**src/rtl/muxq_deser_pkg.sv**
```systemverilog
// muxq_deser_pkg: shared types for the muxq deserializer slice.
// Holds the receive FSM state encoding and the bit-counter width.
package muxq_deser_pkg;

   typedef enum logic [1:0] {
      IDLE   = 2'd0,
      SHIFT  = 2'd1,
      PARITY = 2'd2
   } state_e;

   // Counter is sized for the largest legal word (32 bits), so it
   // covers 0..WIDTH for every WIDTH the deserializer accepts.
   localparam int MAX_WIDTH = 32;
   localparam int CNT_W     = $clog2(MAX_WIDTH + 1);

endpackage

```
**src/rtl/muxq_out_buf.sv**
```systemverilog
// muxq_out_buf: output word register with valid/ready handshake and
// sticky overrun. Ports: clk_i, rst_ni, load_i (word complete strobe),
// data_i, ready_i, clr_i (clear overrun), word_o, valid_o, ovr_o.
module muxq_out_buf #(
   parameter int WIDTH = 8
) (
   input  logic             clk_i,
   input  logic             rst_ni,
   input  logic             load_i,
   input  logic [WIDTH-1:0] data_i,
   input  logic             ready_i,
   input  logic             clr_i,
   output logic [WIDTH-1:0] word_o,
   output logic             valid_o,
   output logic             ovr_o
);

   logic [WIDTH-1:0] word_q, word_d;
   logic             valid_q, valid_d;
   logic             ovr_q, ovr_d;
   logic             free;

   // Slot is free if empty or being drained this very cycle.
   assign free = !valid_q || ready_i;

   always_comb begin
      word_d  = word_q;
      valid_d = valid_q;
      if (valid_q && ready_i) begin
         valid_d = 1'b0;
      end
      if (load_i && free) begin
         word_d  = data_i;
         valid_d = 1'b1;
      end
      // A new overrun event beats a simultaneous clear.
      ovr_d = (load_i && !free) || (ovr_q && !clr_i);
   end

   always_ff @(posedge clk_i or negedge rst_ni) begin
      if (!rst_ni) begin
         word_q  <= '0;
         valid_q <= 1'b0;
         ovr_q   <= 1'b0;
      end else begin
         word_q  <= word_d;
         valid_q <= valid_d;
         ovr_q   <= ovr_d;
      end
   end

   assign word_o  = word_q;
   assign valid_o = valid_q;
   assign ovr_o   = ovr_q;

endmodule

```
**src/rtl/muxq_deserializer.sv**
```systemverilog
// muxq_deserializer: collects the mux flop Q bit stream into WIDTH-bit
// framed words. Inputs: Clock, Resetn, BitIn, BitValid, Start,
// WordReady, ClearErr. Outputs: Word, WordValid, Overrun, FrameErr,
// ParityErr. Define MUXQ_DESER_PARITY_EN for a trailing even-parity bit.
module muxq_deserializer
   import muxq_deser_pkg::*;
#(
   parameter int WIDTH     = 8,
   parameter int MSB_FIRST = 1
) (
   input  logic             Clock,
   input  logic             Resetn,
   input  logic             BitIn,
   input  logic             BitValid,
   input  logic             Start,
   input  logic             WordReady,
   input  logic             ClearErr,
   output logic [WIDTH-1:0] Word,
   output logic             WordValid,
   output logic             Overrun,
   output logic             FrameErr,
   output logic             ParityErr
);

   localparam logic [CNT_W-1:0] LAST = CNT_W'(WIDTH - 1);

`ifdef MUXQ_DESER_PARITY_EN
   localparam bit     PAR_EN  = 1'b1;
   localparam state_e DONE_ST = PARITY;
`else
   localparam bit     PAR_EN  = 1'b0;
   localparam state_e DONE_ST = IDLE;
`endif

   state_e           state_q, state_d;
   logic [WIDTH-1:0] sh_q, sh_d;
   logic [CNT_W-1:0] cnt_q, cnt_d;
   logic             frame_q, frame_d;
   logic [WIDTH-1:0] sh_base, sh_nxt, bit_ext;
   logic [WIDTH-1:0] done_data;
   logic             done;
   logic             frame_ev;

   // State register
   always_ff @(posedge Clock or negedge Resetn) begin
      if (!Resetn) begin
         state_q <= IDLE;
      end else begin
         state_q <= state_d;
      end
   end

   // Next-state logic: Start always opens a new frame.
   always_comb begin
      state_d = state_q;
      if (BitValid) begin
         if (Start) begin
            state_d = (WIDTH == 1) ? DONE_ST : SHIFT;
         end else begin
            unique case (state_q)
               SHIFT:   if (cnt_q == LAST) state_d = DONE_ST;
               PARITY:  state_d = IDLE;
               default: state_d = state_q;
            endcase
         end
      end
   end

   // A new frame shifts into a cleared register so no stale bits remain.
   always_comb begin
      sh_base = Start ? '0 : sh_q;
      bit_ext = WIDTH'(BitIn);
      if (MSB_FIRST != 0) begin
         sh_nxt = (sh_base << 1) | bit_ext;
      end else begin
         sh_nxt = (sh_base >> 1) | (bit_ext << (WIDTH - 1));
      end
   end

`ifdef MUXQ_DESER_PARITY_EN
   logic par_ev;
   logic par_q, par_d;
`endif

   // Output logic: completion strobe and error events.
   always_comb begin
      done      = 1'b0;
      frame_ev  = 1'b0;
      done_data = sh_nxt;
`ifdef MUXQ_DESER_PARITY_EN
      par_ev    = 1'b0;
`endif
      if (BitValid) begin
         if (Start) begin
            frame_ev = (state_q != IDLE);
            done     = (WIDTH == 1) && !PAR_EN;
         end else begin
            unique case (state_q)
               SHIFT: done = (cnt_q == LAST) && !PAR_EN;
`ifdef MUXQ_DESER_PARITY_EN
               PARITY: begin
                  if (BitIn == ^sh_q) begin
                     done      = 1'b1;
                     done_data = sh_q;
                  end else begin
                     par_ev = 1'b1;
                  end
               end
`endif
               default: done = 1'b0;
            endcase
         end
      end
   end

   // Shift register, bit counter and flag next-state.
   always_comb begin
      sh_d  = sh_q;
      cnt_d = cnt_q;
      if (BitValid) begin
         if (Start) begin
            sh_d  = sh_nxt;
            cnt_d = CNT_W'(1);
         end else if (state_q == SHIFT) begin
            sh_d  = sh_nxt;
            cnt_d = cnt_q + CNT_W'(1);
         end
      end
      if (state_d != SHIFT) begin
         cnt_d = '0;
      end
      frame_d = frame_ev || (frame_q && !ClearErr);
   end

   always_ff @(posedge Clock or negedge Resetn) begin
      if (!Resetn) begin
         sh_q    <= '0;
         cnt_q   <= '0;
         frame_q <= 1'b0;
      end else begin
         sh_q    <= sh_d;
         cnt_q   <= cnt_d;
         frame_q <= frame_d;
      end
   end

`ifdef MUXQ_DESER_PARITY_EN
   assign par_d = par_ev || (par_q && !ClearErr);

   always_ff @(posedge Clock or negedge Resetn) begin
      if (!Resetn) begin
         par_q <= 1'b0;
      end else begin
         par_q <= par_d;
      end
   end

   assign ParityErr = par_q;
`else
   assign ParityErr = 1'b0;
`endif

   assign FrameErr = frame_q;

   muxq_out_buf #(
      .WIDTH (WIDTH)
   ) u_out_buf (
      .clk_i   (Clock),
      .rst_ni  (Resetn),
      .load_i  (done),
      .data_i  (done_data),
      .ready_i (WordReady),
      .clr_i   (ClearErr),
      .word_o  (Word),
      .valid_o (WordValid),
      .ovr_o   (Overrun)
   );

endmodule
```
**config.mk**
```make
export PLATFORM = sky130hd
export DESIGN_NAME = muxq_deserializer
export DESIGN_NICKNAME = d
export VERILOG_FILES = /design/src/rtl/muxq_deser_pkg.sv /design/src/rtl/muxq_out_buf.sv /design/src/rtl/muxq_deserializer.sv
export SDC_FILE = /design/constraint.sdc
export NUM_CORES = 1
export LEC_CHECK = 0
export BUFFER_PORTS_ARGS = -buffer_cell sky130_fd_sc_hd__buf_2
export CAP_MARGIN = 20
export CORE_UTILIZATION = 50
export DETAILED_ROUTE_END_ITERATION = 12
export PLACE_DENSITY_LB_ADDON = 0.08
export SLEW_MARGIN = 20
export SYNTH_ARGS = -nofsm -noshare
export SYNTH_HDL_FRONTEND = slang
export SYNTH_SLANG_ARGS = --single-unit
```
**constraint.sdc**
```tcl
create_clock -name Clock -period 2.7 [get_ports Clock]
set_input_delay 0.135 -clock Clock [delete_from_list [all_inputs] [get_ports Clock]]
set_output_delay 0.135 -clock Clock [all_outputs]
set_load 0.02 [all_outputs]
```
Word level (Yosys, flattened, before mapping)
Cells that the tools add are included.
{"block": "classes", "add_sub_neg": 1, "n_eq_ne": 4, "n_mux": 18, "bitwise": 1, "n_reduce_logical": 18}
{"op": "2-to-1 mux 6 bit", "n": 4}
{"op": "2-to-1 mux 7 bit", "n": 3}
{"op": "bitwise OR 8 x 1 -> 8 bit", "n": 1}
{"op": "nonzero test 2 bit", "n": 4}
{"op": "2-to-1 mux 1 bit", "n": 7}
{"op": "adder 6 x 1 -> 6 bit, second input constant", "n": 1}
{"op": "== test 6 x 3 -> 1 bit, second input constant", "n": 1}
{"op": "2-to-1 mux 2 bit", "n": 3}
{"op": "logical AND 1 bit", "n": 5}
{"op": "one-hot mux 2 bit (2 select lines)", "n": 1}
{"op": "AND reduction 2 bit", "n": 2}
{"op": "zero test 1 bit", "n": 3}
{"op": "logical OR 1 bit", "n": 3}
{"op": "nonzero test 3 bit", "n": 1}
{"op": "== test 2 x 1 -> 1 bit, second input constant", "n": 1}
{"op": "== test 2 bit, second input constant", "n": 1}
{"op": "!= test 2 x 1 -> 1 bit, second input constant", "n": 1}
{"block": "word_totals", "reg_bits": 26, "input_bits": 7, "output_inout_bits": 12, "elab_cells": 49}

Longest topological paths before layout
{"block": "logic_depth", "ltp_word": 8, "mapped_depth": 7, "depth_no_buf": 6}

Hierarchy
From an unflattened synthesis, not the netlist that was laid out.
{"block": "hier_totals", "cells_unflattened": 125, "area_unflattened_um2": 1392.6}
{"module": "muxq_deserializer", "instances": 1, "cells_per_inst": 101, "area_per_inst_um2": 979.7, "seq_area_each_um2": 400.4}
{"module": "muxq_out_buf", "instances": 1, "cells_per_inst": 24, "area_per_inst_um2": 412.9, "seq_area_each_um2": 250.2}

Least setup slack after synthesis
OpenSTA, ideal clock, no wires.
{"block": "synth_path", "path_kind": "reg-to-reg", "from": "reg state_q[1]", "to": "reg u_out_buf.word_q[0], in the netlist u_out_buf.word_o[0]", "setup_ps": 125, "arrival_time_ps": 1993, "t_required_ps": 2575, "setup_slack_ps": 582, "path_stages_with_launch": 8, "n_path_buf": 1, "period_less_slack_ps": 2118, "path_cell_list": "dfrtp_1 inv_1 ha_1 or4b_1 or3_4 nor2b_4 buf_12 mux2_4"}
{"block": "synth_between", "elab_chain_len": 5}
{"element": "start, declared", "line_no": "muxq_deserializer.sv:35", "source": "state_e state_q, state_d;"}
{"element": "start signal, assigned", "line_no": "muxq_deserializer.sv:49", "source": "state_q <= state_d;"}
{"element": "== test 2 x 1 -> 1 bit", "line_no": "muxq_deserializer.sv:98", "source": "unique case (state_q)"}
{"element": "2-to-1 mux 1 bit", "line_no": "muxq_deserializer.sv:98"}
{"element": "2-to-1 mux 1 bit", "line_no": "muxq_deserializer.sv:94", "source": "if (Start) begin"}
{"element": "2-to-1 mux 1 bit", "line_no": "muxq_deserializer.sv:93", "source": "if (BitValid) begin"}
{"element": "logical AND 1 bit", "line_no": "muxq_out_buf.sv:32", "source": "if (load_i && free) begin"}
{"element": "end signal, assigned", "line_no": "muxq_out_buf.sv:46", "source": "word_q <= word_d;"}
{"element": "end, declared", "line_no": "muxq_out_buf.sv:18", "source": "logic [WIDTH-1:0] word_q, word_d;"}
Every way passes these cells.
A chain may end at the register's enable or synchronous reset.

Final worst setup path
{"block": "layout_path", "from": "reg state_q[1]", "to": "reg u_out_buf.word_q[6], in the netlist u_out_buf.word_o[6]"}
The elaborated chain is that of the path after synthesis.

==> reports/results.ini <==
[outcome]
outcome=completed

[power]
power_mw=1.07
vdd_drop_max_uv=466
p_leak_nw=0.722
power.density_nw_per_um2=723

[sta]
setup_viol=0
fmax_mhz=449
rsz0062_at_grt=false
skew_ps=11.8
hold_violations=0
setup_tns_ps=0
holdWs_ps=26.4
post-route-min-period_ps=2230
setup_slack_ps=473
final_max_slew_viol_count=0
fin_crit_sh_pct=82.5
slew_headroom_pct=61.9
worstMarginPinSlew_ps=572

[clock_tree]
clock_sinks=26
cts_tree=built
clk_latency_ps=340
root_buffer=clkbuf_4
cts_hold_buffers=2
cts_setup_buffers=0
clk_pin_slew_ps=150
htree_levels=1
post_cts_resize_count=0
cts_buffer_depth=2
cts_made_buffers=3

[layout]
final_common_cell=dfrtp_1
nFillCells=222
synthToLayoutAreaGrowth_pct=11.8
layout.nets=154
antennaDiodeCount=0
final_cell_mix=26 x dfrtp_1, 17 x buf_2, 12 x inv_1, 12 x nor2_1, 10 x o22ai_1
drive_gt1_share_pct=23.2
fin_area_sq_um=1480

[routing]
via_per_inst=5.66
drc=0
wl_per_cell_um=14.9
ant_nets=0
drt-initial-drc-count=12
wl_um=2560
vias=974
drtPass1Iterations=6

[worst_setup_path]
worst_ep_required_time_ps=2950
slowest_stage=or4b_1
slowest_delay_ps=430
cp-start-kind=flip-flop
cp-end-kind=flip-flop
path_cells=inv_1, ha_1, or4b_1, or3_4, nor2b_4, mux2_4
crit_type=flip-flop to flip-flop
path_max_fanout=8
critPathArrivalTime_ps=2470

[synth]
synthAdderAreaFrac_pct=3.78
ys_seq_area_share_pct=49.1
ys_types=29
synth_top_family_by_area=compound AO/OA/AOI/OAI gates
yosys_warnings=0
yosys.area_share.simple_pct=13.6
synth.avg_cell_area_sq_um=10.6
synth_top_area_cell=dfrtp_1
synth_mux_area_share_pct=9.92
synth_compound_area_share_pct=16.4
ys_seq_elements=26
syn_inst=125
syn_area_sq_um=1320
synthTopCellsByArea=dfrtp_1 49%, mux2_4 9.1%, o22ai_1 4.7%
syn_nets=136
synth-xor-area-share_pct=0
netlist.area_leader.share_pct=49.1

[floorplan]
dieHeight_um=53.5
ios=19
std_cell_rows=18
fp.dieW_um=53.5
start_util_pct=53.0
die-area_sq_um=2860
core_area_sq_um=2500

[placed_design]
gp_congestion=0.769
io_buffer_count=17
dpl_cell_area_sq_um=1410
place_ws_ps=484
place_hpwl_um=1700

[job]
drv_cap=0

[global_route]
grt_pass1_wl_um=4000
gr-total-overflow=0
grt_max_degree=27
grt_pass1_vias=876
antenna_found_initial=0
grt_use_total_pct=20.1

[worst_hold_path]
hp-class=input port to flip-flop

-- stage by stage --
stage | util, % | instances
after floorplan | - | 125
after global placement | 56.3 | 166
after detailed placement | 56.3 | 166
after CTS | 59.2 | 172
after global routing | 59.2 | 172
final | 59.2 | 172
-- cell families (layout without fill, tap and decap cells) --
logic type	count (synthesis)	in the layout
AOI/OAI and AO/OA	33	33
adders and majority gates	4	4
buffers and inverters	19	36
DFF	26	26
muxes	9	9
other	1	1
and+or+nand+nor	33	33
-- where the power goes --
| group | internal (mW) | switching, mW | total [mW] |
|---|---|---|---|
| Combinational | 0.137 | 0.154 | 0.291 |
| Clock | 0.150 | 0.126 | 0.277 |
| Sequential | 0.453 | 0.0497 | 0.503 |
-- metal layers --
layer / wire length (um) / vias up / track usage (%)
met5: 0 / - / 0
met4: 45 / 0 / 10.1
met3: 103 / 5 / 3.74
met2: 1230 / 30 / 32.3
met1: 1180 / 473 / 25.4
li1: - / 466 / -
-- critical path, delay by kind of cell, from the launching register on --
| family | cells | cell delay [ps] |
|---|---|---|
| muxes | 1 | 340 |
| buffers and inverters | 1 | 100 |
| adders and majority gates | 1 | 180 |
| and+or+nand+nor | 3 | 1110 |
| DFF | 1 | 410 |
-- flip-flops by register name, indices dropped and copies added, names as in the netlist --
register / flops
sh_q: 7
u_out_buf.word_o: 8
FrameErr: 1
cnt_q: 6
u_out_buf.valid_o: 1
state_q: 2
u_out_buf.ovr_o: 1
-- path summary, 6_finish.rpt --
| kind | end | cells past startpoint | startpoint | slack (ps) |
|---|---|---|---|---|
| worst max register to register | u_out_buf.word_o[6] | 6 | state_q[1] | 470 |
| max in group asynchronous | cnt_q[2] | 2 | Resetn | 2020 |
| min in group asynchronous | u_out_buf.word_o[1] | 2 | Resetn | 300 |
| worst min register to register | u_out_buf.word_o[0] | 1 | u_out_buf.word_o[0] | 530 |
| worst min-delay path | u_out_buf.word_o[0] | 2 | BitIn | 30 |
| worst max-delay path | u_out_buf.word_o[6] | 6 | state_q[1] | 470 |
-- synthesized netlist by cell type, drive strengths merged --
cell type	instances
a21boi	1
a21o	1
a21oi	6
a22oi	1
a2bb2oi	7
a31oi	1
and2	2
and4	1
buf	2
clkbuf	5
conb	1
dfrtp	26
ha	4
inv	12
mux2	9
nand2	6
nand2b	2
nand4	2
nor2	12
nor2b	4
o21ai	5
o22ai	10
o41ai	1
or3	3
or4b	1
-- layout make-up --
class / count / area, sq um / area share [%]
Tap cell: 30 / 37.5 / 2.54
Timing Repair Buffer: 20 / 113 / 7.61
Sequential cell: 26 / 651 / 44.0
Inverter: 12 / 45.0 / 3.04
Clock buffer: 3 / 22.5 / 1.52
Clock inverter: 1 / 30.0 / 2.03
Multi-Input combinational cell: 80 / 582 / 39.3
Power figures use the tool's default switching activity.
